File: src/rtl/traffic_pkg.sv
// Shared types for the intersection phase scheduler: approach directions,
// controller phases and the 2-bit light codes driven on each approach bus.
package traffic_pkg;

  typedef enum logic [1:0] {DIR_N, DIR_S, DIR_E, DIR_W} dir_t;

  typedef enum logic [1:0] {PH_ALL_RED, PH_GREEN, PH_YELLOW} phase_t;

  localparam logic [1:0] LT_RED    = 2'b00;
  localparam logic [1:0] LT_YELLOW = 2'b01;
  localparam logic [1:0] LT_GREEN  = 2'b10;

  function automatic logic [3:0] dir_onehot(input dir_t d);
    return 4'b0001 << d;
  endfunction

  // Lowest-indexed set bit wins; an empty vector maps to DIR_N.
  function automatic dir_t lowest_dir(input logic [3:0] v);
    dir_t d;
    d = DIR_N;
    for (int i = 3; i >= 0; i--) begin
      if (v[i]) d = dir_t'(2'(i));
    end
    return d;
  endfunction

endpackage

File: src/rtl/rr_dir_picker.sv
// Rotating-priority direction picker: purely combinational, scans last+1,
// last+2, last+3 and finally last itself, returning the first requesting one.
module rr_dir_picker
  import traffic_pkg::*;
(
  input  logic [3:0] req,
  input  dir_t       last,
  output logic       valid,
  output dir_t       next
);

  logic [1:0] cand;

  always_comb begin
    valid = |req;
    next  = last;
    cand  = '0;
    // Walk from lowest to highest priority so the nearest requester overwrites.
    for (int k = 4; k >= 1; k--) begin
      cand = 2'(last) + 2'(k);
      if (req[cand]) next = dir_t'(cand);
    end
  end

endmodule

File: src/rtl/traffic_phase_scheduler.sv
// Demand-actuated four-way phase scheduler with green extension, all-red clearance
// and emergency pre-emption; lights decode registered state only, so no input-to-light path.
module traffic_phase_scheduler
  import traffic_pkg::*;
#(
  parameter int GREEN_MIN = 4,
  parameter int GREEN_MAX = 12,
  parameter int YELLOW_T  = 2,
  parameter int ALLRED_T  = 1,
  parameter int CNT_W     = 5
) (
  input  logic       clk,
  input  logic       rst,
  input  logic [3:0] sensor,
  input  logic [3:0] emerg,
  output logic [1:0] n_lights,
  output logic [1:0] s_lights,
  output logic [1:0] e_lights,
  output logic [1:0] w_lights,
  output logic [1:0] phase,
  output logic [1:0] cur_dir,
  output logic [3:0] pend
);

  localparam logic [CNT_W-1:0] AR_LAST   = CNT_W'(ALLRED_T - 1);
  localparam logic [CNT_W-1:0] GMIN_LAST = CNT_W'(GREEN_MIN - 1);
  localparam logic [CNT_W-1:0] GMAX_LAST = CNT_W'(GREEN_MAX - 1);
  localparam logic [CNT_W-1:0] Y_LAST    = CNT_W'(YELLOW_T - 1);

  phase_t           phase_q, phase_d;
  dir_t             dir_q, dir_d;
  logic [CNT_W-1:0] cnt_q, cnt_d, cnt_term;
  logic [3:0]       req_q, req_d;
  logic             eact, other, pick_vld;
  dir_t             etgt, pick_dir;
  logic [3:0][1:0]  lt;

  assign eact  = |emerg;
  assign etgt  = lowest_dir(emerg);
  assign other = |(req_q & ~dir_onehot(dir_q));

  rr_dir_picker u_picker (
    .req   (req_q),
    .last  (dir_q),
    .valid (pick_vld),
    .next  (pick_dir)
  );

  always_comb begin
    phase_d  = phase_q;
    dir_d    = dir_q;
    cnt_term = '0;
    case (phase_q)
      PH_ALL_RED: begin
        cnt_term = AR_LAST;
        if (cnt_q == AR_LAST && (eact || pick_vld)) begin
          phase_d = PH_GREEN;
          dir_d   = eact ? etgt : pick_dir;
        end
      end
      PH_GREEN: begin
        cnt_term = GMAX_LAST;
        // Pre-emption toward another approach bypasses the minimum green.
        if ((eact && etgt != dir_q) ||
            (!eact && other && cnt_q >= GMIN_LAST &&
             (!sensor[dir_q] || cnt_q == GMAX_LAST)))
          phase_d = PH_YELLOW;
      end
      PH_YELLOW: begin
        cnt_term = Y_LAST;
        if (cnt_q == Y_LAST) phase_d = PH_ALL_RED;
      end
      default: phase_d = PH_ALL_RED;
    endcase

    if (phase_d != phase_q)   cnt_d = '0;
    else if (cnt_q != cnt_term) cnt_d = cnt_q + 1'b1;
    else                      cnt_d = cnt_q;

    req_d = req_q | sensor | emerg;
    if (phase_q == PH_GREEN) req_d[dir_q] = req_q[dir_q];
    // The grant clear overrides any same-cycle request on the granted approach.
    if (phase_q == PH_ALL_RED && phase_d == PH_GREEN) req_d[dir_d] = 1'b0;
  end

  always_ff @(posedge clk or negedge rst) begin
    if (!rst) begin
      phase_q <= PH_ALL_RED;
      cnt_q   <= '0;
      dir_q   <= DIR_W;
      req_q   <= '0;
    end else begin
      phase_q <= phase_d;
      cnt_q   <= cnt_d;
      dir_q   <= dir_d;
      req_q   <= req_d;
    end
  end

  always_comb begin
    lt = '0;
    if (phase_q == PH_GREEN)       lt[dir_q] = LT_GREEN;
    else if (phase_q == PH_YELLOW) lt[dir_q] = LT_YELLOW;
  end

  assign n_lights = lt[DIR_N];
  assign s_lights = lt[DIR_S];
  assign e_lights = lt[DIR_E];
  assign w_lights = lt[DIR_W];
  assign phase    = phase_q;
  assign cur_dir  = dir_q;
  assign pend     = req_q;

endmodule

File: config.mk
export PLATFORM = sky130hd
export DESIGN_NAME = traffic_phase_scheduler
export DESIGN_NICKNAME = d
export VERILOG_FILES = /design/src/rtl/traffic_pkg.sv /design/src/rtl/rr_dir_picker.sv /design/src/rtl/traffic_phase_scheduler.sv
export SDC_FILE = /design/constraint.sdc
export NUM_CORES = 1
export LEC_CHECK = 0
export ABC_CLOCK_PERIOD_IN_PS = 2400
export CAP_MARGIN = 20
export CORE_ASPECT_RATIO = 2
export CORE_MARGIN = 5
export CORE_UTILIZATION = 45
export CTS_CLUSTER_DIAMETER = 50
export DETAILED_ROUTE_END_ITERATION = 6
export PLACE_DENSITY = 0.85
export SYNTH_ARGS = -nofsm -noshare
export SYNTH_HDL_FRONTEND = slang
export SYNTH_HIERARCHICAL = 1
export SYNTH_SLANG_ARGS = --single-unit
File: constraint.sdc
create_clock -name clk -period 2.4 [get_ports clk]
set_clock_uncertainty 0.1 [all_clocks]
set_input_delay 0.72 -clock clk [delete_from_list [all_inputs] [get_ports clk]]
set_output_delay 0.72 -clock clk [all_outputs]
set_load 0.005 [all_outputs]
==> reports/metrics.cfg, run 1 <==
[critical_path]
reg2reg_depth = 7
crit_fanout = 5
r2r_start = cur_dir[0]
arrival_ns = 2.43
reg2reg_to = pend[2]
cp-end-kind = register
required_ns = 2.43
cp-start-kind = register
crit_type = register to register
r2r_slack_ns = -0.002

[pwr]
switching_share_pct = 44.5
leakage_nw = 0.846
clockPowerShare_pct = 8.1
power_frac_comb_pct = 75.8
p_sw_mw = 1.07
pwr-share-seq_pct = 16.1
powerDensity_mw_per_mm2 = 1250
p_int_mw = 1.33
vdd_ir_drop_max_v = 0.000962

[placement]
io_buffers = 25
gp_congestion = 0.923
dp_hpwl_um = 2930

[cts]
cts.sinks = 13
cts_tree = yes
clock_latency_ns = 0.25
clock_path_buffers = 2
cts_buffers = 3
clk_pin_slew_worst_paths_ns = 0.05
cts_hold_buf = 0
htreeDepth = 1
cts_root_buf = clkbuf_8

[run_status]
violations = negative setup slack
status = finished, violations left

[sta]
finalSetupViolCount = 1
rsz0062_at_grt = yes
finalCritPeriodShare_pct = 100
hold_ws_ns = 0.566
slew_headroom_pct = 60.2
worst_slew_pin_slew_ns = 0.594
fmax_mhz = 416
finalHoldViolCount = 0
slew_viol_final = 0
setup_slack_ns = -0.00231
min_period_ns = 2.40

[synth]
synthFlopType = dfrtp_1
ys_seq_area_share_pct = 27.4
ys_seq_elements = 13
yosys.area.top_type_share_pct = 23.0
synth_async_sr_flop_share_pct = 100
yosys_warnings = 6
synth_area_mm2 = 0.00120
synthCells = 137
synth_top_area_cell = dfrtp_1
yosysUniqueCellTypes = 46
synth_enable_flop_cells = 0
synth_area_leaders = dfrtp_1 (23%), ha_1 (7.3%), nor2_1 (5.6%)
avgSynthCellArea_um2 = 8.74
synth_nets = 154

[die]
rows = 26
core_area_mm2 = 0.00257
die_height_um = 83.0
die_w_um = 46.5
die-area_mm2 = 0.00386
pin_count = 26
start_util_pct = 46.6

[detailed_routing]
vias = 1385
vias_per_cell = 6.13
drc = 0
wire_per_inst_um = 19.2
routed_wl_um = 4340
first_iter_violations = 51
antenna_left = 0
drt_pass1_iterations = 4

[worst_hold_path]
hold_path_depth = 1
hold_class = register to register
worstHoldStart = pend[2]
hold_end = pend[2]

[global_routing]
grt_antenna_before_repair = 0
grt_usage_pct = 21.5
grt_overflow = 0
grt_start_max_net_pins = 14
grt_pass1_vias = 1403
grt_pass1_wl_um = 6160

[final_layout]
nNetsFinal = 216
synthToLayoutAreaGrowth_pct = 60.2
final_layout_size_suffix_gt1_share_pct = 42.4
fin_util_pct = 74.6
num_antenna_cells = 0
fill_cells = 190

[flow_run]
cap_viol_max_count = 0

## critical path: stages (launching register included)
cell and delay, ns:
dfstp_2 0.40, buf_4 0.16, or4b_1 0.53, a2bb2oi_2 0.19
a31oi_4 0.23, o221ai_2 0.16, or2_1 0.29, o22a_1 0.23
## cells in the final DEF, fill, tap and decap left out, drive strengths merged, types with 2 or more instances in the layout
master and count:
clkdlybuf4s50 9, clkbuf 11, o22a 2, dlygate4sd2 7, xnor2 2, nand2 9
dfstp 2, nand3 3, a31oi 2, ha 7, mux2i 5, nor3 12
buf 36, xor2 3, a21o 2, nor3b 3, nor2 18, nor2b 5
o31ai 2, a2bb2oi 3, inv 7, dfrtp 11, o21ai 3, a21oi 8
nor4bb 2, or4b 2, and3 3
## worst max-delay path by stage
stage          slack (ns)          end  cells past startpoint  startpoint
2_1_floorplan        0.02      pend[2]                      5    emerg[1]
3_3_place_gp        -0.52     cnt_q[1]                      8   sensor[3]
3_5_place_dp        -0.54     cnt_q[0]                      8   sensor[3]
4_1_cts             -0.15  n_lights[1]                      5    phase[1]
5_1_grt             -0.07      pend[2]                      7  cur_dir[0]
6_report           -0.002      pend[2]                      7  cur_dir[0]
## logic make-up after synthesis
kind of cell	count (synthesis)	synth area share, %
buffers and inverters	11	3.55
muxes	6	6.06
AOI/OAI and AO/OA	30	19.1
xor gates and xnor gates	5	5.23
DFF	13	27.4
adders and majority gates	7	7.31
and+or+nand+nor	65	31.3
## metrics by stage
step | setup slack, ns | TNS, ns | power [mW] | instance area, µm² | cells
floorplan | 0.0212 | 0 | 1.23 | 1200 | 137
global placement | -0.519 | -5.25 | 1.77 | 1680 | 215
detailed placement | -0.544 | -5.65 | 1.84 | 1680 | 215
CTS | -0.147 | -0.148 | 2.21 | 1850 | 225
global route | -0.0725 | -0.233 | 2.55 | 1920 | 226
finish | -0.00231 | -0.00231 | 2.40 | 1920 | 226
## registers in the layout, summed over array words and instances, names as in the netlist
name     flops
cnt_q        5
pend         4
cur_dir      2
phase        2
## power by group through the flow
stage	clock network [mW]	logic [mW]	registers, mW
floorplan	0	0.823	0.408
global placement	0	1.37	0.403
detailed placement	0	1.43	0.411
CTS	0.203	1.62	0.385
global route	0.208	1.94	0.398
finish	0.195	1.82	0.386
## area by class of cell
type | instances | area, µm² | share of cell area (%)
multi-input cells | 113 | 993 | 51.8
inverters | 7 | 26.3 | 1.37
clock buffers | 4 | 45.0 | 2.35
flip-flops and latches | 13 | 328 | 17.1
repair buffers | 61 | 490 | 25.6
well taps | 28 | 35.0 | 1.83
## synth_stat cells, types with 3 or more instances
cell type  instances
nand3_1            3
ha_1               7
o21ai_0            3
dfrtp_1           11
xor2_1             3
nand2_1            9
nor2_1            18
nor2b_1            5
nor3_2             4
mux2i_1            5
nor3_1             8
inv_1              7
and3_1             3
a21oi_1            8
clkbuf_1           3
## per-layer routing
metal / GRT usage (%) / up-vias / wire, µm
li1: - / 624 / -
met1: 21.6 / 683 / 1520
met2: 36.7 / 58 / 2410
met3: 2.38 / 20 / 165
met4: 16.3 / 0 / 246
met5: 0 / - / 0
## timing repair
| item | in CTS | in global routing |
|---|---|---|
| pin swaps | 14 | 13 |
| setup endpoints to repair | 18 | 13 |
| resized for setup | 38 | 29 |
| buffers inserted | 6 | 1 |
No activity file was read; power rests on OpenSTA's default activity.
==> run 2, diff against run 1 <==
--- a/config.mk
+++ b/config.mk
@@ -8,11 +8,11 @@
 export ABC_CLOCK_PERIOD_IN_PS = 2400
 export CAP_MARGIN = 20
 export CORE_ASPECT_RATIO = 2
-export CORE_MARGIN = 5
+export CORE_MARGIN = 2
 export CORE_UTILIZATION = 45
 export CTS_CLUSTER_DIAMETER = 50
 export DETAILED_ROUTE_END_ITERATION = 6
-export PLACE_DENSITY = 0.85
+export PLACE_DENSITY = 0.75
 export SYNTH_ARGS = -nofsm -noshare
 export SYNTH_HDL_FRONTEND = slang
 export SYNTH_HIERARCHICAL = 1
==> run 2 against run 1 <==
The run still ends with negative setup slack left. Sequential power grew 8.8%. First-iteration DRC count shrank 12%. Setup slack lost 0.080 ns. Sequential share of layout area shrank 0.27 points. Global-route usage grew 6.1 points. Total power shrank 0.95%. Core utilization grew 2.5 points. Routed wire length shrank 11%. Critical endpoint is now cnt_q[2]. Highest routed layer unchanged.
==> reports/metrics.cfg, run 2 (synthesis results as in run 1) <==
[flow_run]
cap_viol_max_count = 0  ; unchanged

[detailed_routing]
wire_per_inst_um = 16.9  ; was 19.2 µm
routed_wl_um = 3880  ; was 4340 µm
vias_per_cell = 5.77  ; was 6.13
drt_pass1_iterations = 5  ; was 4
vias = 1326  ; was 1,385
first_iter_violations = 45  ; was 51
drc = 0  ; unchanged
antenna_left = 0  ; unchanged

[placement]
pre_cts_ws_ns = -0.559  ; was -0.544 ns
dp_cells = 217  ; was 215
dp_hpwl_um = 2720  ; was 2930 µm
gp_congestion = 0.842  ; was 0.923
io_buffers = 25  ; unchanged

[cts]
clock_latency_ns = 0.24  ; was 0.25 ns
cts.sinks = 13  ; unchanged
clock_path_buffers = 2  ; unchanged
clk_pin_slew_worst_paths_ns = 0.05  ; about the same
htreeDepth = 1  ; unchanged
cts_buffers = 3  ; unchanged
cts_tree = yes  ; unchanged
cts_root_buf = clkbuf_8  ; unchanged

[global_routing]
grt_start_max_net_pins = 15  ; was 14
grt_overflow = 0  ; unchanged
use_met1_pct = 24.2  ; was 21.6%
grt_pass1_vias = 1424  ; was 1,403
busiest_layer = met2  ; unchanged
use_met2_pct = 47.5  ; was 36.7%
grt_usage_pct = 27.6  ; was 21.5%
grt_antenna_before_repair = 0  ; unchanged
met3_usage_pct = 7.51  ; was 2.38%
grt_pass1_wl_um = 6130  ; was 6160 µm

[critical_path]
crit_type = input port to register  ; was register to register
slowest_stage = or4_4  ; was or4b_1
cp-start-kind = input port  ; was register
r2r_slack_ns = -0.06  ; was -0.002 ns
cp_cell_sequence = buf_2 -> or4_4 -> o211ai_1 -> a2bb2oi_2 -> buf_4 -> nor4_2 -> a21o_2 -> nor3b_2  ; was buf_4 -> or4b_1 -> a2bb2oi_2 -> a31oi_4 -> o221ai_2 -> or2_1 -> o22a_1
reg2reg_to = cnt_q[2]  ; was pend[2]
r2r_start = cur_dir[1]  ; was cur_dir[0]
required_ns = 2.42  ; was 2.43 ns
slowest_delay_ns = 0.57  ; was 0.53 ns
cp-end-kind = register  ; unchanged
reg2reg_depth = 7  ; unchanged
arrival_ns = 2.50  ; was 2.43 ns
crit_fanout = 5  ; unchanged

[sta]
finalHoldViolCount = 0  ; unchanged
finalCritPeriodShare_pct = 103  ; was 100%
min_period_ns = 2.48  ; was 2.40 ns
fmax_mhz = 403  ; was 416 MHz
finalSetupViolCount = 7  ; was 1
setup_slack_ns = -0.0824  ; was -0.00231 ns
worst_slew_pin_slew_ns = 0.563  ; was 0.594 ns
setup-tns-final_ns = -0.453  ; was -0.00231 ns
rsz0062_at_grt = yes  ; unchanged
slew_headroom_pct = 62.3  ; was 60.2%
slew_viol_final = 0  ; unchanged

[pwr]
vdd_ir_drop_max_v = 0.00109  ; was 0.000962 V
leakage_nw = 0.892  ; was 0.846 nW
powerDensity_mw_per_mm2 = 1210  ; was 1250 mW/mm²
power_mw = 2.38  ; was 2.40 mW

[die]
die_height_um = 77.0  ; was 83.0 µm
pin_count = 26  ; unchanged
start_util_pct = 47.2  ; was 46.6%
die-area_mm2 = 0.00311  ; was 0.00386 mm²
rows = 26  ; unchanged
core_area_mm2 = 0.00254  ; was 0.00257 mm²
die_w_um = 40.5  ; was 46.5 µm

[final_layout]
top_register = cnt_q  ; unchanged
final_common_cell = buf_4  ; unchanged
layout_common_cells = buf_4 (35), nor2_1 (17), dfrtp_1 (10), nand2_1 (9), clkdlybuf4s50_1 (9)  ; was buf_4 (33), nor2_1 (17), dfrtp_1 (11), nand2_1 (9), clkdlybuf4s50_1 (9)
nNetsFinal = 220  ; was 216
num_antenna_cells = 0  ; unchanged
fin_util_pct = 77.1  ; was 74.6%
synthToLayoutAreaGrowth_pct = 63.4  ; was 60.2%
final_layout_size_suffix_gt1_share_pct = 40.1  ; was 42.4%
fin_cells = 230  ; was 226
largest_reg_flops = 5  ; unchanged

[worst_hold_path]
worstHoldStart = pend[2]  ; unchanged
hold_path_depth = 1  ; unchanged
hold_end = pend[2]  ; unchanged
hold_class = register to register  ; unchanged

[run_status]
violations = negative setup slack  ; unchanged
status = finished, violations left  ; unchanged

run 2: critical path: cells and delay by family:
| kind | cells | cell delay (ns) |
|---|---|---|
| and+or+nand+nor | 3 | 0.90 |
| buffers and inverters | 2 | 0.26 |
| AOI/OAI and AO/OA | 3 | 0.63 |
run 2: area by class of cell:
class	count	area [µm²]
flip-flops and latches	13	329
multi-input cells	113	961
fillers	180	581
well taps	28	35.0
clock buffers	4	45.0
inverters	7	26.3
repair buffers	65	561
run 2: per-layer routing:
metal,part of all wire [%],vias up
met5,0,-
met4,5.2,0
met3,4.8,21
met2,58,58
met1,32,613
li1,-,634
run 2: where the power goes:
part           internal [mW]  leakage [nW]  switching (mW)
clock                  0.117        0.0228          0.0750
sequential             0.303         0.151           0.117
combinational          0.950         0.718           0.815
total                   1.37         0.892            1.01
run 2: how the worst max path moves through the flow:
stage / startpoint / endpoint / slack [ns]
6_report: emerg[0] / cnt_q[2] / -0.08
5_1_grt: cur_dir[1] / cnt_q[2] / -0.14
4_1_cts: phase[1] / n_lights[1] / -0.13
3_5_place_dp: sensor[1] / cnt_q[0] / -0.56
3_3_place_gp: emerg[1] / pend[2] / -0.54
2_1_floorplan: emerg[1] / pend[2] / 0.02
run 2: through the flow:
stage          hold slack [ns]  area, µm²
2_1_floorplan            0.324       1200
3_3_place_gp             0.532       1700
3_5_place_dp             0.529       1700
4_1_cts                  0.550       1840
5_1_grt                  0.575       1960
6_report                 0.558       1960
run 2: timing repair:
| item | in CTS | in global routing |
|---|---|---|
| resized for setup | 47 | 17 |
| hold buffers | 0 | 0 |
| endpoints found under the setup margin | 18 | 12 |
| pin swaps | 11 | 8 |
| buffers inserted | 6 | 3 |
==> run 3, diff against run 2 <==
--- a/config.mk
+++ b/config.mk
@@ -7,12 +7,12 @@
 export LEC_CHECK = 0
 export ABC_CLOCK_PERIOD_IN_PS = 2400
 export CAP_MARGIN = 20
-export CORE_ASPECT_RATIO = 2
 export CORE_MARGIN = 2
-export CORE_UTILIZATION = 45
+export CORE_UTILIZATION = 47
+export CTS_BUF_LIST = sky130_fd_sc_hd__clkbuf_8
 export CTS_CLUSTER_DIAMETER = 50
 export DETAILED_ROUTE_END_ITERATION = 6
-export PLACE_DENSITY = 0.75
+export PLACE_DENSITY = 0.78
 export SYNTH_ARGS = -nofsm -noshare
 export SYNTH_HDL_FRONTEND = slang
 export SYNTH_HIERARCHICAL = 1
==> run 3 against run 2 <==
The flow now finishes without violations. Non-clock buffer count is 3 lower. Critical path depth down 1. Fmax rose by 4.6%. Die area fell by 4.7%. Sequential share of layout area increased by 0.78 points. Sequential power shrank 4%. Combinational power shrank 4%. Clock-buffer cell count down 1. First-iteration DRC count up 62%. Register-to-register slack better by 0.09 ns.
==> reports/metrics.cfg, run 3 (synthesis results as in run 1) <==
[die]
core_area_mm2 = 0.00245  ; was 0.00254 mm²
rows = 18  ; was 26
die-area_mm2 = 0.00297  ; was 0.00311 mm²
start_util_pct = 48.8  ; was 47.2%
die_w_um = 54.5  ; was 40.5 µm
pin_count = 26  ; unchanged
die_height_um = 54.5  ; was 77.0 µm

[critical_path]
cp-start-kind = register  ; was input port
required_ns = 2.42  ; about the same
startpoint = cur_dir[1]  ; was emerg[0]
reg2reg_depth = 7  ; unchanged
crit_fanout = 5  ; unchanged
crit_type = register to register  ; was input port to register
r2r_start = cur_dir[1]  ; unchanged
crit_path_end = cnt_q[2]  ; unchanged
r2r_slack_ns = 0.03  ; was -0.06 ns
cp-end-kind = register  ; unchanged
reg2reg_to = cnt_q[2]  ; unchanged
arrival_ns = 2.39  ; was 2.50 ns

[cts]
cts_buffers = 3  ; unchanged
clock_path_buffers = 2  ; unchanged
cts_hold_buf = 0  ; unchanged
htreeDepth = 1  ; unchanged
cts_root_buf = clkbuf_8  ; unchanged
cts_tree = yes  ; unchanged
cts.sinks = 13  ; unchanged
clk_pin_slew_worst_paths_ns = 0.05  ; about the same
clock_latency_ns = 0.24  ; about the same

[global_routing]
grt_antenna_before_repair = 0  ; unchanged
grt_start_max_net_pins = 20  ; was 15
grt_usage_pct = 25.1  ; was 27.6%
grt_pass1_wl_um = 5330  ; was 6130 µm
grt_overflow = 0  ; unchanged
grt_pass1_vias = 1184  ; was 1,424

[sta]
rsz0062_at_grt = yes  ; unchanged
slew_headroom_pct = 63.3  ; was 62.3%
worst_slew_pin_slew_ns = 0.549  ; was 0.563 ns
fmax_mhz = 421  ; was 403 MHz
slew_viol_final = 0  ; unchanged
min_period_ns = 2.37  ; was 2.48 ns
finalSetupViolCount = 0  ; was 7
finalHoldViolCount = 0  ; unchanged
setup-tns-final_ns = 0  ; was -0.453 ns
finalCritPeriodShare_pct = 98.9  ; was 103%
hold_ws_ns = 0.561  ; was 0.558 ns

[final_layout]
multi_input_area_um2 = 906  ; was 961 µm²
final_common_cell = buf_4  ; unchanged
fin_cells = 229  ; was 230
synthToLayoutAreaGrowth_pct = 58.5  ; was 63.4%
layout_common_cells = buf_4 (33), nor2_1 (18), nand2_1 (9), dfrtp_1 (9), clkdlybuf4s50_1 (9)  ; was buf_4 (35), nor2_1 (17), dfrtp_1 (10), nand2_1 (9), clkdlybuf4s50_1 (9)
top_register = cnt_q  ; unchanged
postLayoutCellArea_mm2 = 0.00190  ; was 0.00196 mm²
final_layout_size_suffix_gt1_share_pct = 36.7  ; was 40.1%
num_antenna_cells = 0  ; unchanged
fill_cells = 152  ; was 180
nNetsFinal = 217  ; was 220
seqCellArea_um2 = 334  ; was 329 µm²
largest_reg_flops = 5  ; unchanged

[placement]
gp_congestion = 0.936  ; was 0.842
dp_hpwl_um = 2620  ; was 2720 µm
io_buffers = 25  ; unchanged
place_area_mm2 = 0.00166  ; was 0.00170 mm²
dp_cells = 214  ; was 217

[detailed_routing]
routed_wl_um = 3760  ; was 3880 µm
antenna_left = 0  ; unchanged
vias = 1329  ; was 1,326
wire_per_inst_um = 16.4  ; was 16.9 µm
drc = 0  ; unchanged
vias_per_cell = 5.80  ; was 5.77
drt_pass1_iterations = 4  ; was 5
first_iter_violations = 73  ; was 45

[run_status]
status = finished, final reports clean  ; was finished, violations left

[worst_hold_path]
hold_class = register to register  ; unchanged

[pwr]
vdd_ir_drop_max_v = 0.00103  ; was 0.00109 V
leakage_nw = 0.920  ; was 0.892 nW
powerDensity_mw_per_mm2 = 1200  ; was 1210 mW/mm²

[flow_run]
cap_viol_max_count = 0  ; unchanged

## run 3: worst min-delay path by stage
stage / start / slack (ns) / end / cells after the start
detailed placement: pend[2] / 0.55 / pend[2] / 1
floorplan: rst / 0.32 / cnt_q[0] / 0
CTS: pend[2] / 0.56 / pend[2] / 1
global route: pend[2] / 0.60 / pend[2] / 1
finish: cnt_q[0] / 0.56 / cnt_q[0] / 2
global placement: pend[2] / 0.52 / pend[2] / 1
## run 3: routing by layer
metal	routed length [µm]	vias to the layer above	GRT usage (%)
li1	-	627	-
met1	1560	620	31.4
met2	1870	70	42.2
met3	219	12	2.73
met4	110	0	13.8
met5	0	-	0
## run 3: what timing repair did
action | CTS | global route
cloned | 0 | 0
pin swaps | 13 | 9
endpoints found under the setup margin | 18 | 16
setup buffers | 4 | 7
gates resized for setup | 36 | 19
## run 3: cell type report
| cell class | count | area share (%) |
|---|---|---|
| timing repair buffer | 62 | 28.9 |
| multi-input combinational | 113 | 47.7 |
| inverter | 7 | 1.38 |
| tap | 30 | 1.98 |
| clock inverter | 1 | 0.198 |
| clock buffer | 3 | 2.18 |
| sequential | 13 | 17.6 |
## run 3: per-stage QoR
step | power [mW] | util (%) | setup slack [ns]
floorplan | 1.23 | - | 0.0212
global placement | 1.74 | 67.8 | -0.431
detailed placement | 1.80 | 67.8 | -0.482
CTS | 2.08 | 72.4 | -0.205
global route | 2.44 | 77.3 | -0.0171
finish | 2.29 | 77.3 | 0.0263
## run 3: worst max-delay path, stage by stage, from the launching register on
cell and delay [ns]:
dfstp_2 0.56, buf_6 0.11, mux4_2 0.54, o31ai_4 0.09
a311oi_2 0.15, o31a_4 0.39, xnor2_4 0.24, nor3b_2 0.07
## run 3: power by group
| part | internal, mW | leakage (nW) | total, mW | switching [mW] |
|---|---|---|---|---|
| combinational | 0.891 | 0.743 | 1.70 | 0.810 |
| sequential | 0.309 | 0.151 | 0.403 | 0.0947 |
| clock | 0.112 | 0.0269 | 0.182 | 0.0694 |
